`src/rtl/updown_counter_param.sv`:
```
// Parametrised up/down counter with variable step, parallel load and wrap/saturate
// boundary handling; wrap and sat are registered one-cycle flags aligned with out_o.
module updown_counter_param #(
   parameter int unsigned WIDTH  = 4,
   parameter int unsigned MOD    = 16,
   parameter int unsigned STEP_W = 2
) (
   input  logic              clk_i,
   input  logic              rst_i,
   input  logic              en_i,
   input  logic              load_i,
   input  logic [WIDTH-1:0]  load_val_i,
   input  logic [STEP_W-1:0] step_i,
   input  logic              down_i,
   input  logic              sat_mode_i,
   output logic [WIDTH-1:0]  out_o,
   output logic              wrap_o,
   output logic              sat_o
);

   localparam longint unsigned ModL   = longint'(MOD);
   localparam longint unsigned RangeL = longint'(1) << WIDTH;
   localparam longint unsigned StepL  = (longint'(1) << STEP_W) - 1;

   // Parameter legality is checked at elaboration so a bad instance never builds.
   if (WIDTH < 1 || WIDTH > 62) begin : g_bad_width
      $error("updown_counter_param: WIDTH must be in 1..62");
   end
   if (ModL < 2 || ModL > RangeL) begin : g_bad_mod
      $error("updown_counter_param: MOD must satisfy 2 <= MOD <= 2^WIDTH");
   end
   if (STEP_W < 1 || StepL > ModL - 1) begin : g_bad_step
      $error("updown_counter_param: STEP_W must satisfy 2^STEP_W - 1 <= MOD - 1");
   end

   localparam logic [WIDTH:0] ModW = (WIDTH+1)'(MOD);
   localparam logic [WIDTH:0] MaxW = (WIDTH+1)'(MOD - 1);

   logic [WIDTH-1:0] out_q, out_d;
   logic             wrap_q, wrap_d;
   logic             sat_q, sat_d;

   logic [WIDTH:0] cnt_ext;
   logic [WIDTH:0] step_ext;
   logic [WIDTH:0] load_ext;
   logic [WIDTH:0] sum;
   logic [WIDTH:0] sum_wrap;
   logic [WIDTH:0] diff;
   logic [WIDTH:0] diff_wrap;
   logic           up_over;
   logic           down_under;

   // All boundary arithmetic is one bit wider so MOD = 2^WIDTH needs no special case.
   always_comb begin
      cnt_ext    = {1'b0, out_q};
      step_ext   = (WIDTH+1)'(step_i);
      load_ext   = {1'b0, load_val_i};
      sum        = cnt_ext + step_ext;
      sum_wrap   = sum - ModW;
      diff       = cnt_ext - step_ext;
      diff_wrap  = cnt_ext + ModW - step_ext;
      up_over    = (sum >= ModW);
      down_under = (step_ext > cnt_ext);
   end

   always_comb begin
      out_d  = out_q;
      wrap_d = 1'b0;
      sat_d  = 1'b0;
      if (load_i) begin
         if (load_ext < ModW) begin
            out_d = load_val_i;
         end else begin
            out_d = MaxW[WIDTH-1:0];
            sat_d = 1'b1;
         end
      end else if (en_i && (step_i != '0)) begin
         if (!down_i) begin
            if (!up_over) begin
               out_d = sum[WIDTH-1:0];
            end else if (!sat_mode_i) begin
               out_d  = sum_wrap[WIDTH-1:0];
               wrap_d = 1'b1;
            end else begin
               out_d = MaxW[WIDTH-1:0];
               sat_d = 1'b1;
            end
         end else begin
            if (!down_under) begin
               out_d = diff[WIDTH-1:0];
            end else if (!sat_mode_i) begin
               out_d  = diff_wrap[WIDTH-1:0];
               wrap_d = 1'b1;
            end else begin
               out_d = '0;
               sat_d = 1'b1;
            end
         end
      end
   end

   always_ff @(posedge clk_i) begin
      if (rst_i) begin
         out_q  <= '0;
         wrap_q <= 1'b0;
         sat_q  <= 1'b0;
      end else begin
         out_q  <= out_d;
         wrap_q <= wrap_d;
         sat_q  <= sat_d;
      end
   end

   assign out_o  = out_q;
   assign wrap_o = wrap_q;
   assign sat_o  = sat_q;

endmodule

```
`config.mk`:
```
export PLATFORM = sky130hd
export DESIGN_NAME = updown_counter_param
export DESIGN_NICKNAME = d
export VERILOG_FILES = /design/src/rtl/updown_counter_param.sv
export SDC_FILE = /design/constraint.sdc
export NUM_CORES = 1
export LEC_CHECK = 0
export CAP_MARGIN = 0
export CORE_AREA = 2 2 39 41
export DETAILED_ROUTE_END_ITERATION = 6
export DIE_AREA = 0 0 41 43
export PLACE_DENSITY = 0.72
export SYNTH_ARGS = -nofsm -noshare
export SYNTH_HDL_FRONTEND = slang
export SYNTH_SLANG_ARGS = --single-unit
export TNS_END_PERCENT = 100
```
`constraint.sdc`:
```
create_clock -name clk_i -period 2.8 [get_ports clk_i]
set_input_delay 0.84 -clock clk_i [delete_from_list [all_inputs] [get_ports clk_i]]
set_output_delay 0.84 -clock clk_i [all_outputs]
set_load 0.005 [all_outputs]
```
* After elaboration in Yosys (flattened, before gate mapping) *
Index checks and enable logic that the tools add are counted.

storage, ports and cells
  input bits = 12
  ROM bits = 0
  logic and storage cells = 35
  bits in latches = 0
  output and inout bits = 6
  bits in registers = 6
  memory bits (writable) = 0
  memories kept = 0

operators by class
  div/mod/pow operators = 0
  equal/unequal tests = 0
  $mul = 0
  mux-type cells = 19
  magnitude comparators = 3
  $add $sub $neg = 5
  bitwise gates (word level) = 1
  reduce and logical (&&, ||, !) cells = 4
  shift operators = 0

operator list
  cell                 count
  $mux 4               8
  $mux 1               11
  $sub 4x2->4          2
  $add 4x2->5          1
  $ge 5x5->1 const B   1
  $lt 4x5->1 const B   1
  $add 4x1->4 const B  1
  $gt 2x4->1           1
  $reduce_bool 2->1    2
  $sub 4x1->4 const B  1
  $reduce_or 3->1      1
  $logic_and 1x1->1    1
  $not 1->1            1

* Depth between registers and ports, before layout *
Gate-level depths: netlist (run 1).

  depth after elaboration = 7
  gate-level depth with buffers = 7
  gate-level depth less buffers = 7

* Least setup slack after synthesis (run 1) *
No wires, ideal clock.

  path kind = in2reg
  start point = input step_i[0]
  end point = register sat_q (netlist: sat_o)
  library setup time = 87 ps
  arrival = 1972 ps
  buffers on the path = 0
  cell stages on the path = 6
  data required time = 2713 ps
  setup slack = 741 ps
  path through = ha_1 -> inv_1 -> fa_1 -> nor2_1 -> a31oi_1 -> nor4b_2

between the ends
  cells in the longest elaborated chain, start to end = 6
  elaborated cells on any way between the ends = 10
  those cells by class = add/sub (1); order compare (2); mux (5); reduce/logical (2)

ends and longest elaborated chain
  item                  RTL line  text
  start, declared       13        input logic [STEP_W-1:0] step_i,
  $add 4x2->5           58        sum = cnt_ext + step_ext;
  $ge 5x5->1            62        up_over = (sum >= ModW);
  $mux 1                79        if (!up_over) begin
  $mux 1                78        if (!down_i) begin
  $mux 1 *              77        end else if (en_i && (step_i != '0)) begin
  $mux 1 *              70        if (load_i) begin
  end signal, assigned  110       sat_q <= sat_d;
  end, declared         41        logic sat_q, sat_d;

Mark *: on every way between the ends. The rest lies on a longest branch, timed or not.
A chain may end at the register's enable or synchronous reset.

* Worst setup path in the final report (run 1) *
  start point = input step_i[0]
  end point = register out_q[1] (netlist: out_o[1])

between the ends
  cells in the longest elaborated chain, start to end = 7
  elaborated cells on any way between the ends = 16
  those cells by class = add/sub (4); order compare (2); mux (7); reduce/logical (3)

ends and longest elaborated chain
  item                  RTL line  text
  $add 4x2->5           58
  $sub 4x1->4           59        sum_wrap = sum - ModW;
  $mux 4                81        end else if (!sat_mode_i) begin
  $mux 4                79
  $mux 4                78
  $mux 4                77
  $mux 4                70
  end signal, assigned  108       out_q <= out_d;
  end, declared         39        logic [WIDTH-1:0] out_q, out_d;

Parallel ways exist; a longest one is shown, timed or not. The select of a mux whose other input is x is not followed.

==> qor.txt, run 1 <==
First-pass DRT Iterations - 4
Min Tclk post-route - 2428 ps
Number of buffers created by CTS - 3
RSZ-0062 raised after global routing - no
Ant. Diodes - 0
Synth Net Count - 81
Total power - 0.2747 mW
GR Util All Layers - 0.1662
CP max stage cell - clkdlybuf4s50_1
Clock root buffer - clkbuf_4
I/O pin total - 18
Initial DRC Count - 9
Hpwl dp - 943.1 um
Clock buffer depth - 2
Die area - 1763 um^2
Most frequent cells in the layout - clkdlybuf4s50_1, inv_1, a21oi_1, dfxtp_1
Commonest non-fill, non-tap cell in the layout - clkdlybuf4s50_1
Drt wl/cell - 11.76 um
Max-Slew Margin vs Limit - 0.7746
Largest net degree at the start of global routing - 12
Total Wirelength - 1176 um
Power Density - 370.3 nW/um^2
Buf/Inv on CP - 2
Final setup viols - 0
Sink Count - 6
Layout cells sized above 1 - 0.1071
Post-CTS Setup Inserts - 0
Layout Nets - 104
Synth Register Bits - 6
Chip Width - 41 um
GPL Wtd Cong - 0.7708
WHS Endpoint - out_o[0]
Startpoint types - primary input
Critical Path RT - 2980 ps
Htree depth - 1
Synth unique cells - 29
Worst-path clk slew - 50 ps
Max Cap Viol - 0
First-pass GRT wire length - 2007 um
R2r startpoint - out_o[0]
Cells along the critical path - clkdlybuf4s50_1 > buf_4 > ha_1 > fa_1 > nand2_1 > nor3_1 > o22ai_1 > o221a_1
Pleak - 0.2995 nW
GR Overflow Total - 0
Final instance area - 742.0 um^2
Setup Total Neg Slack - 0 ps
CP top delay family - adder cells
Final worst-path cycle share - 0.8671
Initial antenna violation count - 0
Hold_ws - 601.7 ps
Synth-to-layout area growth - 42.89%
Reg-to-Reg End - wrap_o
Sequential-to-total area share from yosys stat - 0.2313
Clock latency on the worst-skew pair - 250 ps
Pre-CTS setup slack - 112.8 ps
Actual slew at the worst max-slew pin - 337.7 ps
Mapped Avg Cell Area - 8.242 um^2
Drc violations - 0
Worst Hold Class - reg -> reg
Worst-case clock skew - 8.513 ps
Post-CTS Resized - 0
Pins Over Slew Limit - 0
Synthesized cell area - 519.2 um^2
Final Hold Fails - 0
Final setup margin - 372.1 ps
Initial Utilization - 0.3752
Critical Path End Type - register
Arrival @ worst endpoint - 2610 ps
ANT nets after route - 0
Height of the die - 43 um
Worst hold path depth - 1
Hold-fix buffers at CTS - 0
TritonCTS clock tree - yes
Worst IR Drop VDD - 0.3093 mV
Core area - 1384 um^2
Vias in the first global route - 509
Fmax - 411.9 MHz
Vias - 521
Worst R2R Path Depth - 6
Setup slack, reg-to-reg - 1060 ps
I/O Buffers - 17
CP max stage delay - 420 ps
Hold_sp - out_o[0]
Status - completed
Placed cell area - 719.4 um^2
Post-DR vias/cell - 5.210
Critical Setup Path Class - in -> reg
Yosys warnings - 0
CP max FO - 2
Rows - 14
Cells after synthesis - 63
-- how the worst max path moves through the flow --
stage / start / endpoint / slack [ps] / cells after the start
after floorplan: step_i[0] / sat_o / 740 / 6
after global placement: step_i[0] / wrap_o / 160 / 7
after detailed placement: step_i[0] / wrap_o / 110 / 7
after CTS: step_i[0] / wrap_o / 380 / 7
after global routing: step_i[0] / wrap_o / 210 / 7
final: step_i[0] / out_o[1] / 370 / 8
-- where the power goes --
part / switching, mW / internal, mW / total [mW] / leakage, nW
clock: 0.0353 / 0.0488 / 0.0841 / 0.0138
combinational: 0.0399 / 0.0499 / 0.0898 / 0.236
sequential: 0.00974 / 0.0911 / 0.101 / 0.0494
total: 0.0849 / 0.190 / 0.275 / 0.300
-- metrics by stage --
step / util / cells
after detailed placement: 0.5199 / 97
after global placement: 0.5199 / 97
final: 0.5362 / 100
after floorplan: - / 63
after global routing: 0.5362 / 100
after CTS: 0.5362 / 100
-- area by class of cell --
class,instances,area [um^2]
Inverter,9,33.78
Fill cell,144,641.9
Multi-Input combinational cell,47,360.3
Tap cell,16,20.02
Timing Repair Buffer,19,185.2
Sequential cell,6,120.1
Clock buffer,3,22.52
-- cell usage after synthesis --
master,number,area [um^2]
o221a_1,2,22.52
buf_2,1,5.000
a21oi_1,6,30.03
nand2_2,1,6.260
nand2b_1,3,18.77
inv_1,9,33.78
nand2_1,1,3.750
a21o_1,1,7.510
or2_4,1,8.760
fa_1,2,40.04
dfxtp_1,6,120.1
ha_1,4,50.05
nand3b_1,2,15.01
a31oi_1,2,12.51
nor4_1,1,6.260
o21ai_2,1,8.760
nor3_1,2,10.01
nand3_1,2,10.01
o221ai_1,1,8.760
o2bb2a_1,1,10.01
o2bb2ai_1,1,8.760
nor2b_1,2,12.51
nor4b_2,1,15.01
o22ai_1,1,6.260
nand4_1,1,6.260
a41o_1,1,10.01
o21ai_0,2,10.01
nor2_1,4,15.01
o21bai_1,1,7.510
-- sequential cells by signal, summed over array words and instances (netlist names) --
name    count
out_o       4
sat_o       1
wrap_o      1
-- cells by family (layout without fill, tap and decap cells) --
group | Yosys count | in the layout | synth area share
AO/OA/AOI/OAI | 20 | 20 | 0.2747
adder cells (fa/ha/maj) | 6 | 6 | 0.1735
buffers and inverters | 10 | 31 | 0.07468
flip-flops | 6 | 6 | 0.2313
AND/OR/NAND/NOR | 21 | 21 | 0.2458
-- layer usage --
layer / routed length, um / GRT usage
met4: 0 / 0.06000
met2: 566 / 0.2500
met3: 34 / 0.04712
met5: 0 / 0
met1: 575 / 0.2175
(Power assumes the default switching activity.)
==> inputs of run 2 (changes only) <==
--- a/config.mk
+++ b/config.mk
@@ -9,7 +9,8 @@
 export CORE_AREA = 2 2 39 41
 export DETAILED_ROUTE_END_ITERATION = 6
 export DIE_AREA = 0 0 41 43
-export PLACE_DENSITY = 0.72
+export DONT_BUFFER_PORTS = 1
+export PLACE_DENSITY = 0.54
 export SYNTH_ARGS = -nofsm -noshare
 export SYNTH_HDL_FRONTEND = slang
 export SYNTH_SLANG_ARGS = --single-unit
==> run 2 against run 1 <==
Compared with the run above: critical path depth down 2; clock power down 5.9%; final cell count down 19%; maximum frequency up 26%; sequential share of layout area up 5.4 points; total power down 15%; first-iteration DRC count down 56%; register-to-register slack worse by 30 ps; critical path type unchanged; largest cell class unchanged.
==> qor.txt, run 2 (synthesis results as in run 1) <==
Pleak - 0.2255 nW
Worst R2R Path Depth - 6
GR Overflow Total - 0
I/O pin total - 18
TritonCTS clock tree - yes
ANT nets after route - 0
Largest register FFs - 4
Power Density - 421.6 nW/um^2
Post-CTS Setup Inserts - 0
Commonest non-fill, non-tap cell in the layout - inv_1
Synth-to-layout area growth - 7.229%
Initial antenna violation count - 0
Post-CTS Resized - 0
Startpoint types - primary input
RSZ-0062 raised after global routing - no
CP max FO - 5
Layout fillers - 151
Htree depth - 1
Post-DR vias/cell - 5.543
Ant. Diodes - 0
First-pass GRT wire length - 1759 um
Number of buffers created by CTS - 3
Setup slack, reg-to-reg - 1030 ps
Final Hold Fails - 0
Sink Count - 6
Worst Hold Class - reg -> reg
Chip Width - 41 um
Initial DRC Count - 4
GPL Wtd Cong - 0.7959
Clock latency on the worst-skew pair - 240 ps
Drt wl/cell - 13.19 um
GR Util All Layers - 0.1522
Vias in the first global route - 398
Multi-input logic area - 360.3 um^2
Final setup viols - 0
Fmax - 518.5 MHz
Setup Total Neg Slack - 0 ps
Critical Path RT - 2980 ps
Most frequent cells in the layout - inv_1, a21oi_1, dfxtp_1
Worst-case clock skew - 0.3922 ps
Register area - 120.1 um^2
Height of the die - 43 um
Actual slew at the worst max-slew pin - 346.1 ps
Max-Slew Margin vs Limit - 0.7690
Max Cap Viol - 0
Final worst-path cycle share - 0.6888
Hpwl dp - 877.9 um
Rows - 14
Arrival @ worst endpoint - 2110 ps
Worst-path clk slew - 50 ps
Pre-CTS setup slack - 623.6 ps
Initial Utilization - 0.3752
End of the critical path - out_o[1]
Layout cells sized above 1 - 0.1077
Core area - 1384 um^2
Hold-fix buffers at CTS - 0
Hold_ws - 621.9 ps
I/O Buffers - 0
Pins Over Slew Limit - 0
Crit path from - step_i[0]
Die area - 1763 um^2
Total Wirelength - 1068 um
Critical Setup Path Class - in -> reg
Critical Path End Type - register
R2r startpoint - out_o[0]
Layout Nets - 85
Clock root buffer - clkbuf_4
Clock buffer depth - 2
Reg-to-Reg End - out_o[1]
Status - completed
Largest net degree at the start of global routing - 12
Final setup margin - 871.4 ps
Worst IR Drop VDD - 0.2687 mV
Min Tclk post-route - 1929 ps
First-pass DRT Iterations - 4
Vias - 449
Drc violations - 0
==> run 2: where the power goes <==
group	internal [mW]	leakage [nW]	switching (mW)
Clock	0.0485	0.0138	0.0307
Sequential	0.0913	0.0494	0.0104
Combinational	0.0266	0.162	0.0273
Total	0.166	0.226	0.0684
==> run 2: worst max-delay path, stage by stage <==
cell and delay [ps]:
ha_1 130, inv_1 50, fa_1 380, nor2_1 260
a41o_1 270, o221a_1 190
==> run 2: worst min path at each step <==
stage / from / to / slack (ps) / depth (start not counted)
floorplan: out_o[0] / out_o[0] / 570 / 1
global route: out_o[0] / out_o[0] / 630 / 1
CTS: out_o[0] / out_o[0] / 630 / 1
finish: out_o[0] / out_o[0] / 620 / 1
global placement: out_o[0] / out_o[0] / 610 / 1
detailed placement: out_o[0] / out_o[0] / 620 / 1
==> run 2: layout make-up <==
type	count	area share
multi-input combinational	47	0.6472
sequential	6	0.2157
inverter	9	0.06067
clock buffer	3	0.04045
tap	16	0.03596
==> run 2: routing by layer <==
layer | GRT usage | vias to the layer above | part of all wire
li1 | - | 235 | -
met3 | 0.1099 | 0 | 0.066
met1 | 0.1824 | 199 | 0.48
met4 | 0.02000 | 0 | 0
met2 | 0.2219 | 15 | 0.45
met5 | 0 | - | 0
==> run 2: per-stage QoR <==
stage               area (um^2)  std cells  total power [mW]    util
floorplan                 519.2         63            0.1476       -
global placement          534.3         78            0.1578  0.3861
detailed placement        534.3         78            0.1577  0.3861
CTS                       556.8         81            0.2414  0.4024
global route              556.8         81            0.2546  0.4024
finish                    556.8         81            0.2348  0.4024
==> inputs of run 3 (changes only) <==
--- a/config.mk
+++ b/config.mk
@@ -10,7 +10,7 @@
 export DETAILED_ROUTE_END_ITERATION = 6
 export DIE_AREA = 0 0 41 43
 export DONT_BUFFER_PORTS = 1
-export PLACE_DENSITY = 0.54
+export PLACE_DENSITY = 0.56
 export SYNTH_ARGS = -nofsm -noshare
 export SYNTH_HDL_FRONTEND = slang
 export SYNTH_SLANG_ARGS = --single-unit
==> constraint.sdc (replaced) <==
create_clock -name clk_i -period 1.6 [get_ports clk_i]
set_input_delay 0.48 -clock clk_i [delete_from_list [all_inputs] [get_ports clk_i]]
set_output_delay 0.48 -clock clk_i [all_outputs]
set_load 0.005 [all_outputs]
==> run 3 against run 2 <==
Compared with the run above: core utilization rose by 4.6 points; global-route usage grew 2.9 points; clock-buffer cell count unchanged; die area unchanged; largest power group unchanged; non-clock buffer count increased by 4; critical path type is now reg -> reg; wire length increased by 12%; hold slack got worse by 320 ps; clock power increased by 80%; final cell count increased by 4.9%; first-iteration DRC count rose to 3.3 times the previous value; sequential power is 73% higher.
==> qor.txt, run 3 (synthesis results as in run 1) <==
Layout cells sized above 1 - 0.2754
Drt wl/cell - 14.12 um
Critical Setup Path Class - reg -> reg
Worst-path clk slew - 50 ps
GR Overflow Total - 0
Arrival @ worst endpoint - 1670 ps
GR Util All Layers - 0.1815
Worst Hold Class - in -> reg
Crit path from - out_o[0]
Post-CTS Setup Inserts - 0
Rows - 14
Reg-to-Reg End - out_o[1]
Final setup margin - 68.80 ps
Seq pwr share - 0.405
Synth-to-layout area growth - 19.52%
Chip Width - 41 um
Min Tclk post-route - 1531 ps
Net Sw Power - 0.1311 mW
Vias - 485
Pins Over Slew Limit - 0
Worst IR Drop VDD - 0.3260 mV
Worst R2R Path Depth - 6
Clock power frac - 0.326
P_int - 0.3050 mW
Clock root buffer - clkbuf_4
Htree depth - 1
Number of buffers created by CTS - 3
Largest register FFs - 4
Power share of the combinational group - 0.270
Initial antenna violation count - 0
Vias in the first global route - 484
Layout Nets - 89
Height of the die - 43 um
Status - completed
Startpoint types - register
Die area - 1763 um^2
First-pass DRT Iterations - 4
Worst hold path depth - 1
GPL Wtd Cong - 0.7789
Worst-case clock skew - 2.554 ps
ANT nets after route - 0
R2r startpoint - out_o[0]
Critical Path End Type - register
Most frequent cells in the layout - inv_1, a21oi_1, dfxtp_1
Pleak - 0.2480 nW
Commonest non-fill, non-tap cell in the layout - inv_1
Post-DR vias/cell - 5.706
Hpwl dp - 951.7 um
Hold_ws - 298.0 ps
Clock latency on the worst-skew pair - 250 ps
Total power - 0.4361 mW
Max Cap Viol - 0
First-pass GRT wire length - 2118 um
RSZ-0062 raised after global routing - yes
Drc violations - 0
Hold_sp - rst_i
Fmax - 653.1 MHz
Final Hold Fails - 0
Initial DRC Count - 13
Sink Count - 6
Total Wirelength - 1200 um
Hold-fix buffers at CTS - 0
Max-Slew Margin vs Limit - 0.7333
Final worst-path cycle share - 0.9570
Final setup viols - 0
Ant. Diodes - 0
Layout fillers - 151
Switching share of power - 0.3006
Clock buffer depth - 2
Setup slack, reg-to-reg - 70 ps
Power Density - 702.7 nW/um^2
Largest net degree at the start of global routing - 12
Core area - 1384 um^2
TritonCTS clock tree - yes
Critical Path RT - 1730 ps
CP max FO - 3
I/O Buffers - 0
Initial Utilization - 0.3752
I/O pin total - 18
WHS Endpoint - sat_o
Pre-CTS setup slack - -87.27 ps
Actual slew at the worst max-slew pin - 399.5 ps
## run 3: cell count changes in the layout (fill, tap and decap cells not counted), sizes merged
cell,delta
buf,+4
## run 3: how the worst max path moves through the flow
stage                          end  slack [ps]
after floorplan              sat_o           2
after CTS                 out_o[1]          30
after global routing      out_o[0]         -10
after global placement      wrap_o         -90
after detailed placement    wrap_o         -90
final                     out_o[1]          70
## run 3: stage by stage
stage	TNS, ps	instances	cell area (um^2)	util
global route	-14.79	85	620.6	0.4485
floorplan	0	63	524.3	-
CTS	0	85	595.6	0.4304
detailed placement	-368.6	82	569.3	0.4114
global placement	-385.1	82	569.3	0.4114
finish	0	85	620.6	0.4485
## run 3: worst max-delay path, cell delays in order (launching register included)
cell and delay, ps:
dfxtp_2 330, inv_1 40, ha_2 170, fa_2 510
nand2b_1 100, o22ai_1 60, o221a_1 200
## run 3: cell type report
| class | instances | area (um^2) | share of cell area |
|---|---|---|---|
| clock buffer | 3 | 22.52 | 0.03629 |
| inverter | 9 | 33.78 | 0.05444 |
| multi-input combinational | 47 | 392.9 | 0.6331 |
| sequential | 6 | 121.4 | 0.1956 |
| tap | 16 | 20.02 | 0.03226 |
| timing repair buffer | 4 | 30.03 | 0.04839 |
## run 3: layer usage
metal / vias up / part of all wire / wire, um / global-route usage
li1: 247 / - / - / -
met1: 219 / 0.45 / 535 / 0.2215
met2: 17 / 0.47 / 563 / 0.2500
met3: 2 / 0.071 / 85 / 0.09948
met4: 0 / 0.013 / 16 / 0.08667
met5: - / 0 / 0 / 0
## run 3: power by group through the flow
stage / combinational (mW) / sequential [mW] / clock (mW)
2_1_floorplan: 0.0872 / 0.173 / 0
3_3_place_gp: 0.112 / 0.178 / 0
3_5_place_dp: 0.112 / 0.178 / 0
4_1_cts: 0.114 / 0.175 / 0.154
5_1_grt: 0.137 / 0.179 / 0.161
6_report: 0.118 / 0.176 / 0.142
## run 3: repair_timing
| action | 4_1_cts | 5_1_grt |
|---|---|---|
| pin swaps | 0 | 2 |
| resized for setup | 2 | 5 |
| setup endpoints to repair | 1 | 4 |
| cloned | 0 | 0 |
